`src/rtl/pc_fetch_ctrl.sv`:
```
// Fetch controller for program_counter: reset vector, increment, redirect.
// One imem fetch in flight; instruction handed to decode on valid/ready.
module pc_fetch_ctrl #(
  parameter logic [31:0] RESET_PC = 32'h0000_0000,
  parameter logic [31:0] PC_INC   = 32'd1
) (
  input  logic        CLK,
  input  logic        RST_N,
  input  logic [31:0] PC_IN,
  output logic [31:0] NEXT_PC,
  output logic        W_PC,
  input  logic        BR_TAKEN,
  input  logic [31:0] BR_TARGET,
  output logic        IMEM_REQ,
  output logic [31:0] IMEM_ADDR,
  input  logic        IMEM_ACK,
  input  logic [31:0] IMEM_DATA,
  output logic [31:0] INSTR,
  output logic [31:0] INSTR_PC,
  output logic        INSTR_VALID,
  input  logic        INSTR_READY
);

  typedef enum logic [1:0] {
    S_INIT,
    S_FETCH,
    S_DRAIN,
    S_VALID
  } state_e;

  state_e      state_q, state_d;
  logic [31:0] instr_q, instr_d;
  logic [31:0] ipc_q, ipc_d;
  logic        valid_q, valid_d;
  logic [31:0] req_addr_q, req_addr_d;
  logic        w_pc;
  logic        req;

  always_ff @(posedge CLK or negedge RST_N) begin
    if (!RST_N) begin
      state_q    <= S_INIT;
      instr_q    <= '0;
      ipc_q      <= '0;
      valid_q    <= 1'b0;
      req_addr_q <= '0;
    end else begin
      state_q    <= state_d;
      instr_q    <= instr_d;
      ipc_q      <= ipc_d;
      valid_q    <= valid_d;
      req_addr_q <= req_addr_d;
    end
  end

  always_comb begin
    state_d    = state_q;
    instr_d    = instr_q;
    ipc_d      = ipc_q;
    valid_d    = valid_q;
    req_addr_d = req_addr_q;
    w_pc       = 1'b0;
    NEXT_PC    = PC_IN;
    req        = 1'b0;
    IMEM_ADDR  = PC_IN;
    unique case (state_q)
      S_INIT: begin
        w_pc    = 1'b1;
        NEXT_PC = RESET_PC;
        state_d = S_FETCH;
      end
      S_FETCH: begin
        req        = 1'b1;
        req_addr_d = PC_IN;
        if (BR_TAKEN) begin
          w_pc    = 1'b1;
          NEXT_PC = BR_TARGET;
          state_d = IMEM_ACK ? S_FETCH : S_DRAIN;
        end else if (IMEM_ACK) begin
          instr_d = IMEM_DATA;
          ipc_d   = PC_IN;
          valid_d = 1'b1;
          w_pc    = 1'b1;
          NEXT_PC = PC_IN + PC_INC;
          state_d = S_VALID;
        end
      end
      // address of the aborted request is held until its ack returns
      S_DRAIN: begin
        req       = 1'b1;
        IMEM_ADDR = req_addr_q;
        if (BR_TAKEN) begin
          w_pc    = 1'b1;
          NEXT_PC = BR_TARGET;
        end
        if (IMEM_ACK) state_d = S_FETCH;
      end
      S_VALID: begin
        if (BR_TAKEN) begin
          w_pc    = 1'b1;
          NEXT_PC = BR_TARGET;
          valid_d = 1'b0;
          state_d = S_FETCH;
        end else if (INSTR_READY) begin
          valid_d = 1'b0;
          state_d = S_FETCH;
        end
      end
      default: state_d = S_INIT;
    endcase
  end

  assign W_PC        = w_pc & RST_N;
  assign IMEM_REQ    = req & RST_N;
  assign INSTR       = instr_q;
  assign INSTR_PC    = ipc_q;
  assign INSTR_VALID = valid_q;

endmodule

```
`config.mk`:
```
export PLATFORM = sky130hd
export DESIGN_NAME = pc_fetch_ctrl
export DESIGN_NICKNAME = d
export VERILOG_FILES = /design/src/rtl/pc_fetch_ctrl.sv
export SDC_FILE = /design/constraint.sdc
export NUM_CORES = 1
export LEC_CHECK = 0
export CAP_MARGIN = 15
export CORE_ASPECT_RATIO = 1.4
export CORE_MARGIN = 1
export CORE_UTILIZATION = 40
export CTS_CLUSTER_DIAMETER = 60
export DETAILED_ROUTE_END_ITERATION = 6
export PLACE_DENSITY = 0.77
export SLEW_MARGIN = 20
export SYNTH_ARGS = -nofsm -noshare
export SYNTH_HDL_FRONTEND = slang
export SYNTH_SLANG_ARGS = --single-unit
```
`constraint.sdc`:
```
create_clock -name CLK -period 1.8 [get_ports CLK]
set_input_delay 0.18 -clock CLK [delete_from_list [all_inputs] [get_ports CLK]]
set_output_delay 0.18 -clock CLK [all_outputs]
set_load 0.05 [all_outputs]
```
After elaboration in Yosys (flattened, before gate mapping)
Index checks and enable logic that the tools add are counted.

Register bits after elaboration: 99. Word-level logic and storage cells: 46.

$add $sub $neg: 1. Equality and inequality tests: 8. Mux-type cells: 22. Bitwise gates (word level): 3. Reductions and logical operators: 7.

Operators with widths (count): two-way mux 32 bit (4); one-hot mux 32 bit (3 select lines) (1); adder 32 x 1 -> 32 bit, second input constant (1); two-way mux 2 bit (6); two-way mux 1 bit (8); one-hot mux 2 bit (4 select lines) (1); != test 2 bit, second input constant (3); != test 3 bit, second input constant (2); AND reduction 3 bit (2); equality test 2 bit, second input constant (2); AND reduction 4 bit (1); OR reduction 2 bit (2); one-hot mux 1 bit (3 select lines) (1); bitwise AND 1 bit (2); equality test 2 x 1 -> 1 bit, second input constant (1); zero test 2 bit (1); one-hot mux 1 bit (2 select lines) (1); nonzero test 2 bit (1); NOT 1 bit (1).

Longest topological paths before layout
Depth after elaboration: 4. Mapped depth: 9. Depth with buffers taken out: 7.

Worst setup path after synthesis
OpenSTA, ideal clock, no wires.

Kind: input to output. From: input PC_IN[15]. To: output NEXT_PC[27]. Arrival time: 2.484 ns. Data required time: 1.620 ns. Path slack: -0.864 ns. Stages on the path: 6. Path buffers: 1. Cell sequence: buf_2 -> nand3_4 -> nor4_2 -> nand4_1 -> mux2i_1 -> a221oi_1.

Longest elaborated chain between the ends: 4.

RTL lines: start: declaration (RTL line 9) `input logic [31:0] PC_IN,`; adder 32 x 1 -> 32 bit (RTL line 83) `NEXT_PC = PC_IN + PC_INC;`; two-way mux 32 bit (RTL line 78) `end else if (IMEM_ACK) begin`; two-way mux 32 bit (RTL line 74) `if (BR_TAKEN) begin`; one-hot mux 32 bit (3 select lines) (RTL line 65) `unique case (state_q)`; end: declaration (RTL line 10) `output logic [31:0] NEXT_PC,`.

No other way between the ends.

Worst setup path in the final report
From: register state_q[1]. To: output NEXT_PC[25].

Longest elaborated chain between the ends: 3. Elaborated cells on any way between the ends: 6.

RTL lines: start: declaration (RTL line 31) `state_e state_q, state_d;`; start signal: assignment (RTL line 47) `state_q <= state_d;`; equality test 2 bit (RTL line 65); OR reduction 2 bit (no source line); one-hot mux 32 bit (3 select lines) (*) (RTL line 65).

Mark *: on every way between the ends. The rest lies on a longest branch, timed or not.

==> flow_summary.json <==
{
  "synth-edff-count": 0,
  "ant_nets": 0,
  "cts-root-buf": "clkbuf_16",
  "first_iter_violations": 491,
  "io_pins": 232,
  "power.leakage_nw": 5.09,
  "synth.yosys.seq_area_share": 0.426,
  "drt-vias-per-instance": 5.89,
  "total_power_mw": 20.6,
  "cp.required_ps": 1620,
  "path_cells": "inv_2 -> ha_4 -> nand3_2 -> nor4_2 -> a31o_2 -> nand3_1 -> a21oi_4 -> buf_12",
  "max-slew-margin-rel": 0.628,
  "hold_path.class": "input port to register",
  "io_buffers": 231,
  "row_count": 51,
  "clkTransAtPathRegs_ps": 80,
  "grt_antenna_before_repair": 1,
  "violations": "setup timing",
  "gp_congestion": 0.924,
  "p_per_area_mw_per_mm2": 1800,
  "grt_pass1_vias": 6900,
  "end_kind": "primary output",
  "syn-num-nets": 703,
  "synthDominantCellAreaShare": 0.426,
  "cp-start-kind": "register",
  "coreArea_mm2": 0.0140,
  "grt_remaining_overflow": 0,
  "vdd_ir_drop_max_uv": 1260,
  "syn_avg_cell_area_um2": 9.74,
  "synth-async-reset-ratio": 1.00,
  "via_count": 6773,
  "clock-sinks": 99,
  "die_height_um": 145,
  "synth-seq-cells": 99,
  "cpMaxStageDelayCell": "dfrtp_2",
  "synthTopCellsByCount": "nand2_1, dfrtp_1, mux2_2, o21ai_0, a21oi_1",
  "pre_cts_ws_ps": -783,
  "initial_core_util": 0.414,
  "track_usage": 0.328,
  "status": "finished, violations left",
  "clk_latency_ps": 360,
  "worst_ep_arrival_time_ps": 2410,
  "dr.pass1.iters": 6,
  "post-synth-top-count-cell": "nand2_1",
  "maxCapViolCount": 0,
  "cts_tree": "yes",
  "finalHoldViolCount": 0,
  "synth_flop_cell": "dfrtp_1",
  "grt_start_max_net_pins": 100,
  "rsz0062_at_grt": "yes",
  "wl_met3_um": 2070,
  "yosysWarnings": 0,
  "setup_ws_ps": -785,
  "dieArea_mm2": 0.0150,
  "cts_buffer_depth": 2,
  "syn_area_mm2": 0.00581,
  "drv_slew": 0,
  "synth_top_cell_by_area": "dfrtp_1",
  "fin_crit_sh": 1.44,
  "wirelength_um": 28000,
  "wire_per_inst_um": 24.4,
  "top_layer": "met4",
  "met1_length_um": 9580,
  "place_hpwl_um": 16400,
  "critPathMaxStageDelay_ps": 470,
  "grt_pass1_wl_um": 37700,
  "htree_levels": 3,
  "worstSetupPathType": "register to primary output",
  "cts_inserted_buffers": 9,
  "syn_inst": 597,
  "setup_tns_ps": -40410,
  "areaGrowthSynthToFinish_pct": 96.9,
  "layout-drive-gt1-share": 0.491,
  "yosys.cell_types.count": 52,
  "setup_viol": 131,
  "crit_fanout": 6,
  "final_nets": 1065,
  "drcViolationCount": 0,
  "worst_pin_slew_ps": 556,
  "die_x_um": 104,
  "synth_area_leaders": "dfrtp_1, mux2_2, nand2_1",
  "dr_wl_met2_um": 14400,
  "fin_crit_ps": 2590,
  "fin_worst_skew_ps": 8.93,
  "fmax_ghz": 0.387,
  "n_fill_cell": 743
}
==> path summary, 6_finish.rpt <==
| kind | slack, ps | from | depth (start not counted) | endpoint |
|---|---|---|---|---|
| min in group asynchronous | 550 | RST_N | 3 | INSTR_PC[10]$_DFFE_PN0P_ |
| hold reg to reg | 470 | INSTR[27]$_DFFE_PN0P_ | 2 | INSTR[27]$_DFFE_PN0P_ |
| hold / removal | 180 | PC_IN[12] | 2 | req_addr_q[12]$_DFFE_PN0P_ |
| max in group asynchronous | 850 | RST_N | 3 | INSTR[20]$_DFFE_PN0P_ |
| setup reg to reg | -330 | state_q[1]$_DFFE_PN0P_ | 10 | INSTR_PC[25]$_DFFE_PN0P_ |
| setup / recovery | -790 | state_q[1]$_DFFE_PN0P_ | 8 | NEXT_PC[25] |
==> timing repair <==
item | CTS | global route
resized for setup | 153 | 136
hold buffers | 1 | 0
setup endpoints to repair | 125 | 132
buffers inserted | 18 | 26
cloned | 8 | 2
hold endpoints to repair | 15 | 0
pin swaps | 21 | 25
==> through the flow <==
step	util	hold slack (ps)	cell area, um2	instances
after detailed placement	0.697	371	9790	1088
after CTS	0.780	310	10900	1130
after global placement	0.697	356	9790	1088
final	0.815	185	11400	1150
after floorplan	-	-116	6350	597
after global routing	0.815	179	11400	1150
==> sequential cells by signal, indices dropped and copies added (netlist names) <==
register     count
INSTR_VALID      1
INSTR_PC        32
req_addr_q      32
INSTR           32
state_q          2
==> report_power, final <==
part / internal [mW] / switching [mW] / total (mW)
clock network: 0.970 / 0.983 / 1.95
logic: 6.27 / 8.32 / 14.6
registers: 3.33 / 0.729 / 4.06
==> placed cells by master (no fill, tap or decap), types with 7 or more instances in the layout <==
master	count
buf_8	30
clkbuf_2	8
a311o_1	8
a21oi_4	15
a21oi_1	10
nand2_1	134
mux2_4	43
nand4_1	14
o21ai_2	11
clkdlybuf4s50_1	135
o21ai_0	9
clkbuf_16	11
nand2_2	9
o21ai_4	10
nand3_1	9
mux2_2	46
nor4_4	9
dfrtp_1	97
buf_12	51
dlygate4sd2_1	11
nor2_1	9
inv_1	7
buf_6	23
o21ai_1	11
buf_4	122
==> final cells by class <==
| cell class | instances | area (um2) | area share |
|---|---|---|---|
| timing repair buffer | 393 | 4380 | 0.383 |
| multi-input combinational | 444 | 4010 | 0.350 |
| sequential | 99 | 2480 | 0.217 |
| tap | 185 | 231 | 0.0202 |
| clock buffer | 10 | 229 | 0.0200 |
| clock inverter | 6 | 61.3 | 0.00536 |
| inverter | 12 | 51.3 | 0.00448 |
| antenna | 1 | 2.50 | 0.000219 |
==> critical path: cells and delay by family, from the launching register on <==
| family | cells | cell delay [ps] |
|---|---|---|
| DFF | 1 | 470 |
| AOI/OAI and AO/OA | 2 | 440 |
| buffers and inverters | 2 | 240 |
| adders and majority gates | 1 | 200 |
| and+or+nand+nor | 3 | 680 |
==> metal layers <==
metal  GRT usage  vias to the layer above
li1            -                     2840
met4       0.233                        0
met1       0.351                     3296
met3      0.0505                      168
met5           0                        -
met2       0.593                      469
==> cells by family after synthesis <==
| kind of cell | Yosys count | synth area share |
|---|---|---|
| and+or+nand+nor | 234 | 0.203 |
| AOI/OAI and AO/OA | 107 | 0.115 |
| DFF | 99 | 0.426 |
| muxes | 97 | 0.186 |
| buffers and inverters | 55 | 0.0588 |
| adders and majority gates | 5 | 0.0108 |
Note: power is estimated with default switching activity, not from simulation.
